File: src/rtl/nibble_serial_sub_pkg.sv
// Shared types and helpers for the nibble-serial subtractor.
package nibble_serial_sub_pkg;

   typedef enum logic [1:0] {IDLE, RUN, DONE} state_t;

   localparam int NIBBLE_W = 4;

   // Counter width for the slice index; a single-slice design still needs one bit.
   function automatic int cnt_width(input int width);
      int n;
      n = width / NIBBLE_W;
      return (n > 1) ? $clog2(n) : 1;
   endfunction

endpackage

File: src/rtl/nibble_serial_sub_bla4.sv
// Combinational 4-bit borrow-lookahead subtract slice: d = a - b - bin.
module nibble_serial_sub_bla4 (
   input  logic [3:0] a,
   input  logic [3:0] b,
   input  logic       bin,
   output logic [3:0] d,
   output logic       bout
);

   logic [3:0] w_g;
   logic [3:0] w_p;
   logic [4:0] w_c;

   // g: this bit borrows on its own; p: this bit passes an incoming borrow through.
   assign w_g = ~a & b;
   assign w_p = ~(a ^ b);

   assign w_c[0] = bin;
   assign w_c[1] = w_g[0] | (w_p[0] & bin);
   assign w_c[2] = w_g[1] | (w_p[1] & w_g[0]) | (w_p[1] & w_p[0] & bin);
   assign w_c[3] = w_g[2] | (w_p[2] & w_g[1]) | (w_p[2] & w_p[1] & w_g[0])
                 | (w_p[2] & w_p[1] & w_p[0] & bin);
   assign w_c[4] = w_g[3] | (w_p[3] & w_g[2]) | (w_p[3] & w_p[2] & w_g[1])
                 | (w_p[3] & w_p[2] & w_p[1] & w_g[0])
                 | (w_p[3] & w_p[2] & w_p[1] & w_p[0] & bin);

   assign d    = a ^ b ^ w_c[3:0];
   assign bout = w_c[4];

endmodule

File: src/rtl/nibble_serial_sub.sv
// Multi-cycle WIDTH-bit subtractor: one borrow-lookahead nibble per clock, LSB first.
module nibble_serial_sub
   import nibble_serial_sub_pkg::*;
#(
   parameter int WIDTH   = 16,
   parameter int NIBBLES = WIDTH / NIBBLE_W
) (
   input  logic             clk,
   input  logic             rst_n,
   input  logic             in_valid,
   output logic             in_ready,
   input  logic [WIDTH-1:0] a,
   input  logic [WIDTH-1:0] b,
   input  logic             bin,
   output logic             out_valid,
   input  logic             out_ready,
   output logic [WIDTH-1:0] diff,
   output logic             bout,
   output logic             zero,
   output logic             ovf
);

   localparam int            CW   = cnt_width(WIDTH);
   localparam logic [CW-1:0] LAST = CW'(NIBBLES - 1);

   state_t           r_state;
   logic [WIDTH-1:0] r_a;
   logic [WIDTH-1:0] r_b;
   logic             r_borrow;
   logic [CW-1:0]    r_cnt;
   logic [WIDTH-1:0] r_diff;
   logic             r_bout;
   logic             r_zero;
   logic             r_ovf;
   logic             r_in_ready;
   logic             r_out_valid;

   logic [3:0]       w_a_nib;
   logic [3:0]       w_b_nib;
   logic [3:0]       w_d;
   logic             w_bout;
   logic [WIDTH-1:0] w_diff_nxt;

   always_comb begin
      w_a_nib = '0;
      w_b_nib = '0;
      for (int k = 0; k < NIBBLES; k++) begin
         if (r_cnt == CW'(k)) begin
            w_a_nib = r_a[k*NIBBLE_W +: NIBBLE_W];
            w_b_nib = r_b[k*NIBBLE_W +: NIBBLE_W];
         end
      end
   end

   nibble_serial_sub_bla4 u_bla4 (
      .a    (w_a_nib),
      .b    (w_b_nib),
      .bin  (r_borrow),
      .d    (w_d),
      .bout (w_bout)
   );

   // Full result as it will look after this slice lands; the flags need it on the last edge.
   always_comb begin
      w_diff_nxt = r_diff;
      for (int k = 0; k < NIBBLES; k++) begin
         if (r_cnt == CW'(k)) w_diff_nxt[k*NIBBLE_W +: NIBBLE_W] = w_d;
      end
   end

   always_ff @(posedge clk or negedge rst_n) begin
      if (!rst_n) begin
         r_state     <= IDLE;
         r_a         <= '0;
         r_b         <= '0;
         r_borrow    <= 1'b0;
         r_cnt       <= '0;
         r_diff      <= '0;
         r_bout      <= 1'b0;
         r_zero      <= 1'b0;
         r_ovf       <= 1'b0;
         r_in_ready  <= 1'b1;
         r_out_valid <= 1'b0;
      end else begin
         case (r_state)
            IDLE: begin
               if (in_valid) begin
                  r_a        <= a;
                  r_b        <= b;
                  r_borrow   <= bin;
                  r_cnt      <= '0;
                  r_in_ready <= 1'b0;
                  r_state    <= RUN;
               end
            end
            RUN: begin
               r_diff   <= w_diff_nxt;
               r_borrow <= w_bout;
               r_cnt    <= r_cnt + CW'(1);
               if (r_cnt == LAST) begin
                  r_bout      <= w_bout;
                  r_zero      <= ~|w_diff_nxt;
                  r_ovf       <= (r_a[WIDTH-1] ^ r_b[WIDTH-1])
                               & (w_diff_nxt[WIDTH-1] ^ r_a[WIDTH-1]);
                  r_out_valid <= 1'b1;
                  r_state     <= DONE;
               end
            end
            DONE: begin
               if (out_ready) begin
                  r_out_valid <= 1'b0;
                  r_in_ready  <= 1'b1;
                  r_state     <= IDLE;
               end
            end
            default: r_state <= IDLE;
         endcase
      end
   end

   assign in_ready  = r_in_ready;
   assign out_valid = r_out_valid;
   assign diff      = r_diff;
   assign bout      = r_bout;
   assign zero      = r_zero;
   assign ovf       = r_ovf;

endmodule

File: config.mk
export PLATFORM = sky130hd
export DESIGN_NAME = nibble_serial_sub
export DESIGN_NICKNAME = d
export VERILOG_FILES = /design/src/rtl/nibble_serial_sub_pkg.sv /design/src/rtl/nibble_serial_sub_bla4.sv /design/src/rtl/nibble_serial_sub.sv
export SDC_FILE = /design/constraint.sdc
export NUM_CORES = 1
export LEC_CHECK = 0
export CORE_AREA = 3 3 68 96
export CTS_BUF_LIST = sky130_fd_sc_hd__clkbuf_4
export DETAILED_ROUTE_END_ITERATION = 12
export DIE_AREA = 0 0 71 99
export GPL_TIMING_DRIVEN = 0
export HOLD_SLACK_MARGIN = 0.1
export PLACE_DENSITY = 0.76
export SLEW_MARGIN = 40
export SYNTH_ARGS = -nofsm -noshare
export SYNTH_HDL_FRONTEND = slang
export SYNTH_SLANG_ARGS = --single-unit
File: constraint.sdc
create_clock -name clk -period 3.8 [get_ports clk]
set_input_delay 0.38 -clock clk [delete_from_list [all_inputs] [get_ports clk]]
set_output_delay 0.38 -clock clk [all_outputs]
set_load 0.01 [all_outputs]
* Word-level counts from Yosys, hierarchy flattened *
Cells that the tools add are included.

word-level totals
  bits in registers = 58
  input port bits = 37
  output and inout bits = 21
  word-level logic and storage cells = 93

cells by class
  add/sub/neg operators = 1
  equal/unequal tests = 8
  multiplexer cells = 26
  bitwise operators = 34
  reduce and logical (&&, ||, !) cells = 13

operators with widths
  cell                                           count
  2-to-1 mux 4 bit                               12
  bitwise AND 1 bit                              17
  OR reduction 16 bit                            1
  OR 1 bit                                       10
  AND reduction 3 bit                            3
  2-to-1 mux 2 bit                               4
  inverter 4 bit                                 2
  bitwise XOR 4 bit                              2
  == test 2 bit, second input constant           3
  inequality test 2 bit, second input constant   3
  case mux 1 bit (2 select lines)                3
  case mux 2 bit (3 select lines)                1
  AND reduction 2 bit                            3
  nonzero test 2 bit                             3
  2-to-1 mux 1 bit                               5
  bitwise AND 4 bit                              1
  == test 2 x 1 -> 1 bit, second input constant  2
  logical NOT 2 bit                              2
  case mux 2 bit (2 select lines)                1
  adder 2 x 1 -> 2 bit, second input constant    1
  bitwise XOR 1 bit                              2
  logical NOT 1 bit                              1

* Longest topological paths before layout *
  depth in word-level cells = 15
  mapped depth = 15
  gate-level depth less buffers = 13

* Modules after synthesis *
Synthesis repeated with hierarchy kept, for this count alone.

unflattened totals
  cells, all modules = 242
  area total of the unflattened synthesis = 2847.7 sq um

by module, submodules not included
  module                  instances  cells each  area an instance (sq um)  seq. area each (sq um)
  nibble_serial_sub       1          215         2651.3                    1452.6
  nibble_serial_sub_bla4  1          27          196.4                     0.0

* Least setup slack after synthesis *
Ideal clock, no wire load.

  path type = register to register
  start point = register r_cnt[1]
  end point = register r_zero (netlist: zero)
  setup time = 95 ps
  arrival = 3108 ps
  required time = 3705 ps
  setup slack = 597 ps
  cell stages (with the launch flop) = 16
  path buffers = 2
  clock period less this slack = 3203 ps
  cells stage by stage = dfrtp_1 inv_1 ha_1 clkbuf_1 clkbuf_1 nand2_1 a21oi_1 a21oi_1 nor2_1 a21o_1 fa_1 o41a_1 a2111o_1 nor4_2 o2111ai_1 o31ai_1

between the ends
  cells in the longest elaborated chain, start to end = 15
  elaborated cells on any way between the ends = 39
  classes of those cells = 3 x eq/ne; 12 x mux; 20 x bitwise; 4 x reduce/logical

RTL lines
  what                                                        line                                                                                      source
  start, declared                                             nibble_serial_sub.sv:30                                                                   logic [CW-1:0] r_cnt;
  start signal, assigned                                      nibble_serial_sub.sv:99                                                                   r_cnt <= r_cnt + CW'(1);
  logical NOT 2 bit                                           nibble_serial_sub.sv:48, nibble_serial_sub.sv:67
  2-to-1 mux 4 bit (4 in a row)                               nibble_serial_sub.sv:48                                                                   if (r_cnt == CW'(k)) begin
  bitwise XOR 4 bit / inverter 4 bit (equally long branches)  nibble_serial_sub_bla4.sv:16, nibble_serial_sub_bla4.sv:27, nibble_serial_sub_bla4.sv:15
  inverter 4 bit / bitwise AND 4 bit (equally long branches)  nibble_serial_sub_bla4.sv:16, nibble_serial_sub_bla4.sv:15
  bitwise AND 1 bit (on tied branches)                        nibble_serial_sub_bla4.sv:21, nibble_serial_sub_bla4.sv:22
  OR 1 bit, or another cell as far along                      nibble_serial_sub_bla4.sv:21                                                              assign w_c[3] = w_g[2] | (w_p[2] & w_g[1]) | (w_p[2] & w_p[1] & w_g[0])
  OR 1 bit / bitwise AND 1 bit (equally long branches)        nibble_serial_sub_bla4.sv:21, nibble_serial_sub_bla4.sv:22
  OR 1 bit                                                    nibble_serial_sub_bla4.sv:22                                                              | (w_p[2] & w_p[1] & w_p[0] & bin);
  bitwise XOR 4 bit                                           nibble_serial_sub_bla4.sv:27                                                              assign d = a ^ b ^ w_c[3:0];
  2-to-1 mux 4 bit                                            nibble_serial_sub.sv:67                                                                   if (r_cnt == CW'(k)) w_diff_nxt[k*NIBBLE_W +: NIBBLE_W] = w_d;
  OR reduction 16 bit                                         nibble_serial_sub.sv:102                                                                  r_zero <= ~|w_diff_nxt;
  logical NOT 1 bit                                           nibble_serial_sub.sv:102
  end signal, assigned                                        nibble_serial_sub.sv:102
  end, declared                                               nibble_serial_sub.sv:33                                                                   logic r_zero;

Parallel ways exist; a longest one is shown, timed or not.
A chain may end at the register's enable or synchronous reset.

* Worst setup path in the final report *
Ends and elaborated chain as after synthesis.

==> summary by stage <==
Final layout
The area occupied by registers is 1450 um^2. The number of nets in the finished design is 379. The layout has 495 filler cells. Leaving out fill and tap cells, the most frequent cells in the layout are 57 x sky130_fd_sc_hd__dfrtp_1, 56 x sky130_fd_sc_hd__clkdlybuf4s50_1, 36 x sky130_fd_sc_hd__mux2_2.

The finished layout holds 407 standard cells, fillers aside. The relative area change from synthesis to final layout is 32.1%. The most common cell after layout, fill and taps aside is sky130_fd_sc_hd__dfrtp_1. Of the cells placed in the final design, the portion with a size suffix greater than 1 is 19.0%.

The area of the multi-input gates is 1330 um^2. The diode insertion count for antenna repair is 0.

Pwr
Summed over all cells, the static leakage comes to 0.00158 uW. The largest voltage drop on the vdd net is 0.607 mV. Dividing total power by cell area gives a power density of 1110 nW/um^2.

Logic synthesis
After synthesis, the largest family of logic cells by area is compound AO/OA/AOI/OAI gates. The largest area contributor in the synthesized netlist is sky130_fd_sc_hd__dfrtp_1. The net count of the mapped netlist is 309. Summing the areas of all xor and xnor instances in the mapped netlist gives 0.616% of the synthesized area. The mapped netlist covers 2840 um^2. The synthesized design devotes to its leading area cell type 50.2% of total area. Synthesis instantiated 41 different standard cells from the library. Among all flip-flop cells after synthesis, the most frequent one is sky130_fd_sc_hd__dfrtp_1.

After synthesis, the share of cell area in mux cells is 14.3%. The compound-cell area share of the yosys netlist is 14.6%. The part of the Yosys area used for sequential elements is 51.1%. Of the total synthesized cell area, the portion taken by AND, OR, NAND and NOR gates is 11.9%. For this run, asynchronously set or reset flops after synthesis account for 100%. The post-synthesis cell count is 262. The synthesized area per cell is 10.9 um^2. The number of warnings issued by yosys is 0. The register bit count reported by yosys is 58. The adder-cell share of the synthesized area is 4.67%.

Counting flops with a built-in enable in the synthesized netlist gives 0. By area the synthesized netlist is led by sky130_fd_sc_hd__dfrtp_1 50%, sky130_fd_sc_hd__mux2_2 14%, sky130_fd_sc_hd__nand2_1 4.2%, sky130_fd_sc_hd__ha_1 4.0%, sky130_fd_sc_hd__a21oi_1 3.9%.

Timing
The worst path setup slack after routing is 311 ps. Setup repair after global routing left no endpoint under its margin. The shortest clock period the worst path allows after layout is 3490 ps. On the final layout, the worst clock skew is 19.2 ps. The final count of hold timing violations is 0. The setup-violating endpoint count in the final report is 0. At the pin with the least slew margin, the transition time is 708 ps. In this run the tightest slew margin relative to its limit is 52.6%.

Static timing analysis puts the maximum clock frequency at 287 MHz. The max-slew violation total from the final report is 0. The share of the cycle needed by the critical path after routing is 91.8%.

Detailed routing
The final layout contains routed wiring with a total length of 6.46 mm. The length of routed wiring on met1 is 2.61 mm. The number of DRC violations after detailed routing is 0. Summed over all nets, wire length on met3 after detailed routing comes to 282 um. The highest metal layer carrying signal wires in the routed design is met4. The detailed-router iteration count before antenna repair is 4. The wire length per cell after detailed routing is 15.9 um. Using the TritonRoute via totals, the vias-per-cell ratio works out to 5.51. After the first detailed-routing iteration, the DRC count stood at 139. Once detail routing completed, the nets flagged for antenna violations numbered 0. The wire length on met2 is 3.37 mm. Summing over every cut layer, the via total after detailed routing is 2242.

Global routing
The largest net degree at the start of global routing is 32. The global routing usage summed across all routing layers is 19.9%. The initial antenna violation count is 0. The via count of the first global-routing pass is 2267.

The total global routing overflow is 0. The first global-routing pass estimated 10.8 mm of wire.

Critical path
Together, buffers and inverters on the worst path number 3. The nature of the critical path startpoint is a register. At the worst endpoint, the required time is 4130 ps. The maximum fanout along the worst path is 10. Walking the worst path, the cells encountered are inv_1, ha_1, buf_2, clkbuf_4, nand2_1, a21oi_1, a21oi_1, nor2_1, a21o_1, fa_1, o41a_1, a2111o_1, nor4_2, o2111ai_1, o31ai_1. STA classifies the critical path endpoint as a register. The most numerous cell type found on the critical path is sky130_fd_sc_hd__a21oi_1. The slowest stage of the critical path is the sky130_fd_sc_hd__fa_1 cell.

The type of the worst setup path is register to register. Data on the critical path arrives at its endpoint at 3810 ps. The largest delay contributor family on the critical path is compound AO/OA/AOI/OAI gates. The maximum cell stage delay along the critical path is 520 ps.

Floorplanning
The full die area is 7030 um^2. 58 I/O pins were placed. The cell row count is 33. The floorplan step set the die height to 99 um. Once the floorplan was initialized, standard cells occupied 49.2% of the core. The floorplan step set the die width to 71 um. The core area is 5780 um^2.

Placement
The global placement routability congestion is 0.911. Port buffering added 57 buffers. The half-perimeter wire length after placement is 4.81 mm. The worst slack at placement is -156 ps. Including well taps, the total number of placed cells is 390.

Clock network
The number of setup buffers added after CTS is 0. For the worst-skew pair, the clock arrives at the later sink with an insertion delay of 420 ps. TritonCTS built the clock tree. CTS saw 58 sinks.

The number of levels in the clock H-tree is 3. No sink is reached through more buffers than the 2 on the longest clock path. Clock-pin slew was measured on the worst setup and hold paths at 110 ps.

The CTS root buffer is sky130_fd_sc_hd__clkbuf_4. The total CTS buffers is 9.

Min path
The type of the worst min-delay path is input port to asynchronous set/reset pin.

Run status
The flow ran to the end, and the final reports show no timing, DRC or antenna violations.

Flow run
The max capacitance violation total is 0.
[path summary, 6_finish.rpt]
path	start	depth (start not counted)	slack (ps)	endpoint
setup reg to reg	r_cnt[1]$_DFFE_PN0P_	15	310	zero$_DFFE_PN0P_
hold / removal	rst_n	2	400	diff[2]$_DFFE_PN0P_
max in group asynchronous	rst_n	3	2840	in_ready$_DFFE_PN1P_
setup / recovery	r_cnt[1]$_DFFE_PN0P_	15	310	zero$_DFFE_PN0P_
hold reg to reg	bout$_DFFE_PN0P_	2	490	bout$_DFFE_PN0P_
min in group clk	bout$_DFFE_PN0P_	2	490	bout$_DFFE_PN0P_
[area by class of cell]
type	count	area share (%)
buffer	12	1.60
timing repair buffer	59	15.9
tap	70	2.33
multi-input combinational	185	35.3
sequential	58	38.7
clock inverter	6	3.43
inverter	7	0.700
clock buffer	10	2.00
[through the flow]
stage / util (%) / hold slack, ps / cell area [um^2] / TNS, ps / power [uW]
floorplan: - / 84.4 / 2840 / 0 / 2700
global placement: 60.6 / 460 / 3500 / -119 / 3410
detailed placement: 60.9 / 320 / 3520 / -277 / 3460
CTS: 64.7 / 404 / 3740 / 0 / 4150
global route: 65.0 / 446 / 3760 / 0 / 4550
finish: 65.0 / 399 / 3760 / 0 / 4180
[layer usage]
metal | global-route usage [%] | up-vias
met5 | 0 | -
met4 | 10.4 | 0
met3 | 4.18 | 15
met2 | 33.9 | 57
met1 | 23.1 | 1076
li1 | - | 1094
[cells in the mapped netlist (all sizes together) (2+ instances only)]
| library cell | number |
|---|---|
| dfrtp | 57 |
| mux2 | 36 |
| nand2 | 32 |
| a21oi | 22 |
| o21ai | 21 |
| nor2 | 14 |
| clkbuf | 10 |
| ha | 9 |
| nand3b | 8 |
| inv | 7 |
| nor3 | 6 |
| a21o | 4 |
| o31ai | 4 |
| a211oi | 3 |
| buf | 2 |
| nor2b | 2 |
| nor4 | 2 |
| o22ai | 2 |
| xnor2 | 2 |
[power breakdown]
part / switching [uW] / internal [uW] / leakage (uW)
Combinational: 1330 / 1090 / 0.000774
Clock: 226 / 404 / 0.000108
Sequential: 203 / 929 / 0.000698
[flip-flops by register name, summed over array words and instances, names as in the netlist, 2 cells and up]
register and flops:
diff 16, r_a 16, r_b 16, r_cnt 2, r_state 2
[timing repair]
action	4_1_cts	5_1_grt
setup endpoints to repair	2	2
hold buffers	1	0
hold endpoints to repair	27	0
resized for setup	2	9
[cells by family after synthesis]
kind of cell / after synthesis
simple gates: 70
compound gates: 67
flops: 58
mux: 36
buf+inv: 19
fa+ha+maj: 10
xor+xnor: 2
[worst register-to-register path, stage by stage (launching register included)]
cell	delay, ps
sky130_fd_sc_hd__dfrtp_1	410
sky130_fd_sc_hd__inv_1	110
sky130_fd_sc_hd__ha_1	200
sky130_fd_sc_hd__buf_2	230
sky130_fd_sc_hd__clkbuf_4	250
sky130_fd_sc_hd__nand2_1	70
sky130_fd_sc_hd__a21oi_1	120
sky130_fd_sc_hd__a21oi_1	50
sky130_fd_sc_hd__nor2_1	160
sky130_fd_sc_hd__a21o_1	120
sky130_fd_sc_hd__fa_1	520
sky130_fd_sc_hd__o41a_1	160
sky130_fd_sc_hd__a2111o_1	410
sky130_fd_sc_hd__nor4_2	210
sky130_fd_sc_hd__o2111ai_1	150
sky130_fd_sc_hd__o31ai_1	250
Power figures use the tool's default switching activity.
